$ cat src/rtl/vliw_bundle_packer.sv
// Packs an in-order stream of 32-bit scalar instructions into 4-slot, 128-bit VLIW bundles.
// Optional VLIW_PACK_STATS_EN adds bundle/slot statistics counters and ports.
module vliw_bundle_packer #(
  parameter int TIMEOUT = 8,
  parameter int TIMER_W = 4
) (
  input  logic         clk,
  input  logic         rst,
  input  logic         in_valid,
  output logic         in_ready,
  input  logic [31:0]  in_instr,
  input  logic         flush,
  output logic         out_valid,
  input  logic         out_ready,
  output logic [127:0] out_bundle
`ifdef VLIW_PACK_STATS_EN
  ,
  output logic [15:0]  stat_bundles,
  output logic [15:0]  stat_slots
`endif
);

  localparam logic [TIMER_W-1:0] TIMER_MAX = TIMER_W'(TIMEOUT);

  logic [31:0]        r_cur [4];
  logic [2:0]         r_cnt;
  logic [TIMER_W-1:0] r_timer;
  logic               r_out_valid;
  logic [127:0]       r_out_bundle;

  logic [2:0]   w_op;
  logic         w_legal;
  logic         w_rd1;
  logic         w_rd2;
  logic         w_conflict;
  logic         w_hazard;
  logic         w_timed_out;
  logic         w_out_free;
  logic         w_close;
  logic         w_accept;
  logic         w_store;
  logic [127:0] w_closed_bundle;

  assign w_op    = in_instr[2:0];
  assign w_legal = in_instr[31] &&
                   (w_op == 3'b000 || w_op == 3'b001 || w_op == 3'b010 || w_op == 3'b100);
  assign w_rd1   = (w_op == 3'b000 || w_op == 3'b001 || w_op == 3'b010);
  assign w_rd2   = (w_op == 3'b000 || w_op == 3'b001);

  // RAW/WAW against every filled slot of the bundle being built.
  always_comb begin
    w_conflict = 1'b0;
    for (int k = 0; k < 4; k++) begin
      if (3'(k) < r_cnt) begin
        if ((w_rd1 && in_instr[8:6] == r_cur[k][5:3]) ||
            (w_rd2 && in_instr[11:9] == r_cur[k][5:3]) ||
            (in_instr[5:3] == r_cur[k][5:3]))
          w_conflict = 1'b1;
      end
    end
  end

  always_comb begin
    w_closed_bundle = '0;
    for (int k = 0; k < 4; k++) begin
      if (3'(k) < r_cnt) w_closed_bundle[32*k +: 32] = r_cur[k];
    end
  end

  // Handshake: a transfer happens on a rising edge where valid && ready on that side;
  // out_bundle is held stable while out_valid && !out_ready.
  assign w_hazard    = in_valid && (r_cnt != 3'd0) && w_legal && w_conflict;
  assign w_timed_out = (TIMEOUT != 0) && (r_timer == TIMER_MAX);
  assign w_out_free  = !r_out_valid || out_ready;
  assign w_close     = (r_cnt != 3'd0) && w_out_free &&
                       (w_hazard || r_cnt == 3'd4 || flush || w_timed_out);
  assign in_ready    = !flush && (r_cnt != 3'd4) && (!w_hazard || w_out_free);
  assign w_accept    = in_valid && in_ready;
  assign w_store     = w_accept && w_legal;

  always_ff @(posedge clk or posedge rst) begin
    if (rst) begin
      for (int k = 0; k < 4; k++) r_cur[k] <= '0;
      r_cnt <= 3'd0;
    end else if (w_close) begin
      if (w_store) r_cur[0] <= in_instr;
      r_cnt <= w_store ? 3'd1 : 3'd0;
    end else if (w_store) begin
      r_cur[r_cnt[1:0]] <= in_instr;
      r_cnt <= r_cnt + 3'd1;
    end
  end

  // Dropped words still count as activity, so clear on any accept.
  always_ff @(posedge clk or posedge rst) begin
    if (rst) begin
      r_timer <= '0;
    end else if (w_accept || w_close || r_cnt == 3'd0) begin
      r_timer <= '0;
    end else if (r_timer != TIMER_MAX) begin
      r_timer <= r_timer + 1'b1;
    end
  end

  always_ff @(posedge clk or posedge rst) begin
    if (rst) begin
      r_out_valid  <= 1'b0;
      r_out_bundle <= '0;
    end else if (w_close) begin
      r_out_valid  <= 1'b1;
      r_out_bundle <= w_closed_bundle;
    end else if (r_out_valid && out_ready) begin
      r_out_valid  <= 1'b0;
    end
  end

  assign out_valid  = r_out_valid;
  assign out_bundle = r_out_bundle;

`ifdef VLIW_PACK_STATS_EN
  logic [15:0] r_stat_bundles;
  logic [15:0] r_stat_slots;

  always_ff @(posedge clk or posedge rst) begin
    if (rst) begin
      r_stat_bundles <= '0;
      r_stat_slots   <= '0;
    end else if (w_close) begin
      r_stat_bundles <= r_stat_bundles + 16'd1;
      r_stat_slots   <= r_stat_slots + {13'd0, r_cnt};
    end
  end

  assign stat_bundles = r_stat_bundles;
  assign stat_slots   = r_stat_slots;
`endif

endmodule

$ cat config.mk
export PLATFORM = sky130hd
export DESIGN_NAME = vliw_bundle_packer
export DESIGN_NICKNAME = d
export VERILOG_FILES = /design/src/rtl/vliw_bundle_packer.sv
export SDC_FILE = /design/constraint.sdc
export NUM_CORES = 1
export LEC_CHECK = 0
export ABC_AREA = 1
export BUFFER_PORTS_ARGS = -buffer_cell sky130_fd_sc_hd__buf_2
export CAP_MARGIN = 20
export CORE_UTILIZATION = 28
export DETAILED_ROUTE_END_ITERATION = 7
export RECOVER_POWER = 50
export SKIP_CTS_REPAIR_TIMING = 1
export SYNTH_ARGS = -nofsm -noshare
export SYNTH_HDL_FRONTEND = slang
export SYNTH_SLANG_ARGS = --single-unit
$ cat constraint.sdc
create_clock -name clk -period 10.6 [get_ports clk]
set_clock_uncertainty 0.1 [all_clocks]
set_input_delay 0.53 -clock clk [delete_from_list [all_inputs] [get_ports clk]]
set_output_delay 0.53 -clock clk [all_outputs]
set_load 0.05 [all_outputs]
Yosys cells after proc, flatten, opt, wreduce, memory -nomap -nowiden
Index checks and enable logic that the tools add are counted.

Output and inout port bits: 130. Input bits: 37. Bits in registers: 264. Word-level logic and storage cells: 110.

Add/sub/neg operators: 2. Muxes and demuxes: 25. $lt $le $gt $ge: 6. Bitwise logic cells: 2. Reduce and logical (&&, ||, !) cells: 48. Equality and inequality tests: 19.

Operators by type and width (number): 32-bit 2-to-1 mux (7); 128-bit bitwise mux (1); 128-bit 2-to-1 mux (1); 32-bit demux with 2-bit select (1); 3-bit == test (12); 1-bit logical AND (20); 1-bit logical OR (18); 1-bit 2-to-1 mux (11); 4-bit 2-to-1 mux (2); 3-bit == test (second input constant) (2); 3-bit zero test (2); 1-bit by 3-bit less-than comparator with 1-bit output (first input constant) (2); 2-bit by 3-bit less-than comparator with 1-bit output (first input constant) (2); 3-bit 2-to-1 mux (2); 2-bit nonzero test (3); 4-bit by 1-bit adder with 4-bit output (second input constant) (1); 4-bit == test (second input constant) (1); 4-bit != test (second input constant) (1); 3-bit by 1-bit adder with 3-bit output (second input constant) (1); 3-bit by 1-bit == test with 1-bit output (second input constant) (1); 3-bit by 2-bit == test with 1-bit output (second input constant) (1); 3-bit greater-or-equal comparator (second input constant) (1); 1-bit zero test (3); 3-bit by 1-bit less-than comparator with 1-bit output (second input constant) (1); 5 further kinds (5).

Longest topological paths before layout
Word-level depth: 22. Mapped depth: 19. Gate-level depth less buffers: 17.

Least setup slack after synthesis
OpenSTA, ideal clock, no wires.

Path kind: input to output. From: input in_instr[9]. To: output in_ready. Arrival time: 1.693 ns. Stages: 14. Data required time: 9.970 ns. Buffers on the path: 1. Slack: 8.277 ns. Cell sequence: buf_2 > inv_2 > nand2_1 > nand2_1 > nor2_1 > nand2_1 > nand3_1 > nand2_1 > nand2_1 > inv_2 > nand2_2 > nand3_2 > nand2_2 > inv_1.

Cells in the longest elaborated chain, start to end: 16. Elaborated cells on any way between the ends: 28.

RTL lines: from (decl) (line 11) `input logic [31:0] in_instr,`; 3-bit == test (line 56) `(w_rd2 && in_instr[11:9] == r_cur[k][5:3]) ||`; 1-bit logical AND (line 56); 1-bit logical OR (line 55) `if ((w_rd1 && in_instr[8:6] == r_cur[k][5:3]) ||`; 1-bit logical OR (line 56); 1-bit 2-to-1 mux (line 55); 1-bit 2-to-1 mux (line 54) `if (3'(k) < r_cnt) begin`; 1-bit 2-to-1 mux (line 55); 1-bit 2-to-1 mux (line 54); 1-bit 2-to-1 mux (line 55); 1-bit 2-to-1 mux (line 54); 1-bit 2-to-1 mux (line 55); 1-bit 2-to-1 mux (*) (line 54); 1-bit logical AND (*) (line 72) `assign w_hazard = in_valid && (r_cnt != 3'd0) && w_legal && w_conflict;`; 1-bit zero test (*) (line 77) `assign in_ready = !flush && (r_cnt != 3'd4) && (!w_hazard || w_out_free);`; 1-bit logical OR (*) (line 77); 1-bit logical AND (*) (line 77); to (decl) (line 10) `output logic in_ready,`.

Mark *: on every way between the ends. The rest lies on a longest branch, timed or not.

==> summary.md <==
| Metric | Value |
|---|---|
| Final period utilization | about half |
| Drt pass-1 iters | 5 |
| Register bit count reported by yosys | roughly 260 |
| I/O Pins | 167 |
| Post-Syn Area | 11500 µm² |
| Final setup viols | 0 |
| GP Congestion | 0.823 |
| HPWL Detailed | 22.7 mm |
| Routed WL | 33.7 mm |
| CTS root buf | clkbuf_16 |
| WS Path Type | in -> async |
| Clock power frac | 27.9% |
| Leak pwr | around 6.5 nW |
| Detailed-route via count | 9352 |
| Iter 0 DRT Violations | 735 |
| # rows | between 70 and 80 |
| Pwr per Cell Area | 281 nW/µm² |
| Critical R2R Launch | r_cnt[2] |
| Reg clk slew, reported paths | 0.06 ns |
| CP endpoint kind | async pin |
| Cells on worst reg2reg path | 14 |
| Full die area | 41700 µm² |
| Cells after Synth | 1347 |
| CP Max Fanout | 130 |
| Final Cell Area | 13500 µm² |
| Register area share after synthesis | 57.7% |
| Fmax achieved | 184 MHz |
| Most common library cell in the layout ignoring fill and taps | nand2_1 |
| Max-capacitance violation count | 1 |
| DR vias/cell | 4.65 |
| Violated checks | capacitance limit, slew limit |
| Yosys warnings | 0 |
| Switching share of power | between 40% and 50% |
| Antenna-violating nets left | 0 |
| Crit-path max cell delay | between 3 and 4 ns |
| Die height | 204 µm |
| Largest net degree at the start of global routing | 161 |
| Avg Inst Size Synth | 8.50 µm² |
| Worst Hold Path EP | r_cur[119] |
| Drt drc | 0 |
| Die width | 204 µm |
| Worst slew pin tran | 5.75 ns |
| Syn_nets | about 1400 |
| Most frequent cells in the layout | 645 x nand2_1, 264 x dfrtp_1, 125 x clkbuf_1 |
| Internal power | between 2 and 2.5 mW |
| Min-delay src | in_instr[23] |
| Synth cell types | 25 |
| Fill cell count | 4285 |
| Logic pwr share | 32.9% |
| Layout Utilization | about a third |
| Worst path required time | approximately 11 ns |
| Worst-skew pair later-pin latency | 0.55 ns |
| Antenna violations before repair | 2 |
| Initial Util | around 29% |
| Buffers on Ports | roughly 170 |
| Placed cell areas | 12500 µm² |
| Worst hold path class | in -> reg |
| Flop pwr share | 39.3% |
| Min Hold Slack | 0.167 ns |
| Crit path cell chain | clkbuf_1 > clkinvlp_2 > clkbuf_1 > buf_16 > buf_4 |
| Area growth, synth to finish | 17.8% |
| CTS buffer count | 29 |
| Htree depth | 1 |
| Total global-route track usage | 16.0% |
| # clock sinks | 264 |
| NetSw | 1.57 mW |
| Min cycle time layout | 5.43 ns |
| Final Max Slew Viols | 131 |
| R2R Path End | r_cur[55] |
| CTS tree | built |
| CP most frequent cell | clkbuf_1 |
| Vias in the first global route | 9014 |
| Final #Nets | approximately 1500 |
| Overall power | 3.79 mW |
| First-pass GRT wire length | about 53 mm |
| Avg WL per Cell | 16.7 µm |
| RSZ-0062 raised after global routing | no |
| TNS Setup | 0 ns |
| Reg area | 6610 µm² |
| CP max-delay cell | clkinvlp_2 |
| GR Overflow Total | 0 |
| Status | finished, violations left |
| Setup crit start kind | primary input |
| Hold Path Depth | 3 |
| Peak supply drop | 0.126 mV |
| CTS Buffer Depth | 3 |
| Arrival @ worst endpoint | 5.94 ns |
| Worst slew margin | -285% |
| Share of cells above drive strength 1 | between 10 and 15% |
| Final hold violations | 0 |
| Core ar. | 40000 µm² |
| R2R setup slack | 5.78 ns |
| Multi-input logic area | 4220 µm² |
==> routing by layer <==
metal | track usage [%] | vias up | routed length, µm
met2 | 27.1 | 226 | 16200
met4 | 3.78 | 2 | 722
met5 | 0 | - | 10
li1 | - | 4538 | -
met1 | 21.4 | 4542 | 15100
met3 | 2.66 | 44 | 1690
==> power groups by stage <==
stage	registers (mW)	logic (mW)	clock network, mW
after floorplan	1.77	0.663	0
after global placement	1.49	1.23	0
after detailed placement	1.49	1.25	0
after CTS	1.48	1.26	1.08
after global routing	1.52	1.38	1.12
final	1.49	1.24	1.06
==> area by class of cell <==
type | count | share of cell area [%]
well taps | 525 | 4.87
clock buffers | 37 | 6.04
diodes | 2 | 0.0371
clock inverters | 17 | 1.47
inverters | 42 | 1.18
flip-flops and latches | 264 | 48.9
repair buffers | 179 | 6.22
multi-input cells | 947 | 31.2
==> critical path, delay by kind of cell <==
| family | cells | cell delay (ns) |
|---|---|---|
| buffers and inverters | 5 | 5.28 |
==> stage by stage <==
stage | setup slack (ns) | std cells
finish | 5.17 | 2013
CTS | 5.43 | 2007
detailed placement | 5.45 | 1953
global route | 3.95 | 2012
global placement | 5.57 | 1953
floorplan | 2.70 | 1347
==> flip-flops by register name (all words and copies together), names as in the netlist <==
signal	count
r_timer	4
out_valid	1
r_cnt	3
out_bundle	128
r_cur	128
==> worst max path at each step <==
stage | startpoint | end | slack, ns | cells after the start
2_1_floorplan | rst | out_bundle[0] | 2.70 | 1
3_3_place_gp | r_cnt[2] | r_cur[56] | 5.57 | 14
3_5_place_dp | r_cnt[2] | r_cur[38] | 5.45 | 14
4_1_cts | r_cnt[2] | r_cur[38] | 5.43 | 14
5_1_grt | rst | r_cur[33] | 3.95 | 5
6_report | rst | out_bundle[68] | 5.17 | 5
==> cell usage after synthesis <==
library cell    n  area share, %
xor2_1          4           0.31
a21oi_1         1          0.044
dfrtp_1       264             58
a21oi_4         1           0.14
or2_1           1          0.055
clkbuf_1       19           0.62
nand2_8         1           0.17
o21ai_0         2          0.087
o31ai_2         8           0.87
buf_6           2           0.20
nand4_1        63            3.4
nand2_1       645             21
nor2_1         30           0.98
nor2_4          5           0.49
xnor2_1         6           0.46
inv_1          23           0.75
o21ai_1       122            5.3
inv_2          19           0.62
buf_2          63            2.8
nand3_2         3           0.26
ha_1            6           0.66
buf_4          10           0.66
nand3_1        45            2.0
nand2_2         3           0.16
nand3_4         1           0.15
==> kinds of logic after synthesis <==
family,share of synthesized area [%]
buf+inv,5.60
flops,57.7
simple gates,28.8
fa+ha+maj,0.655
xor+xnor,0.765
compound gates,6.48
No activity file was read; power rests on OpenSTA's default activity.
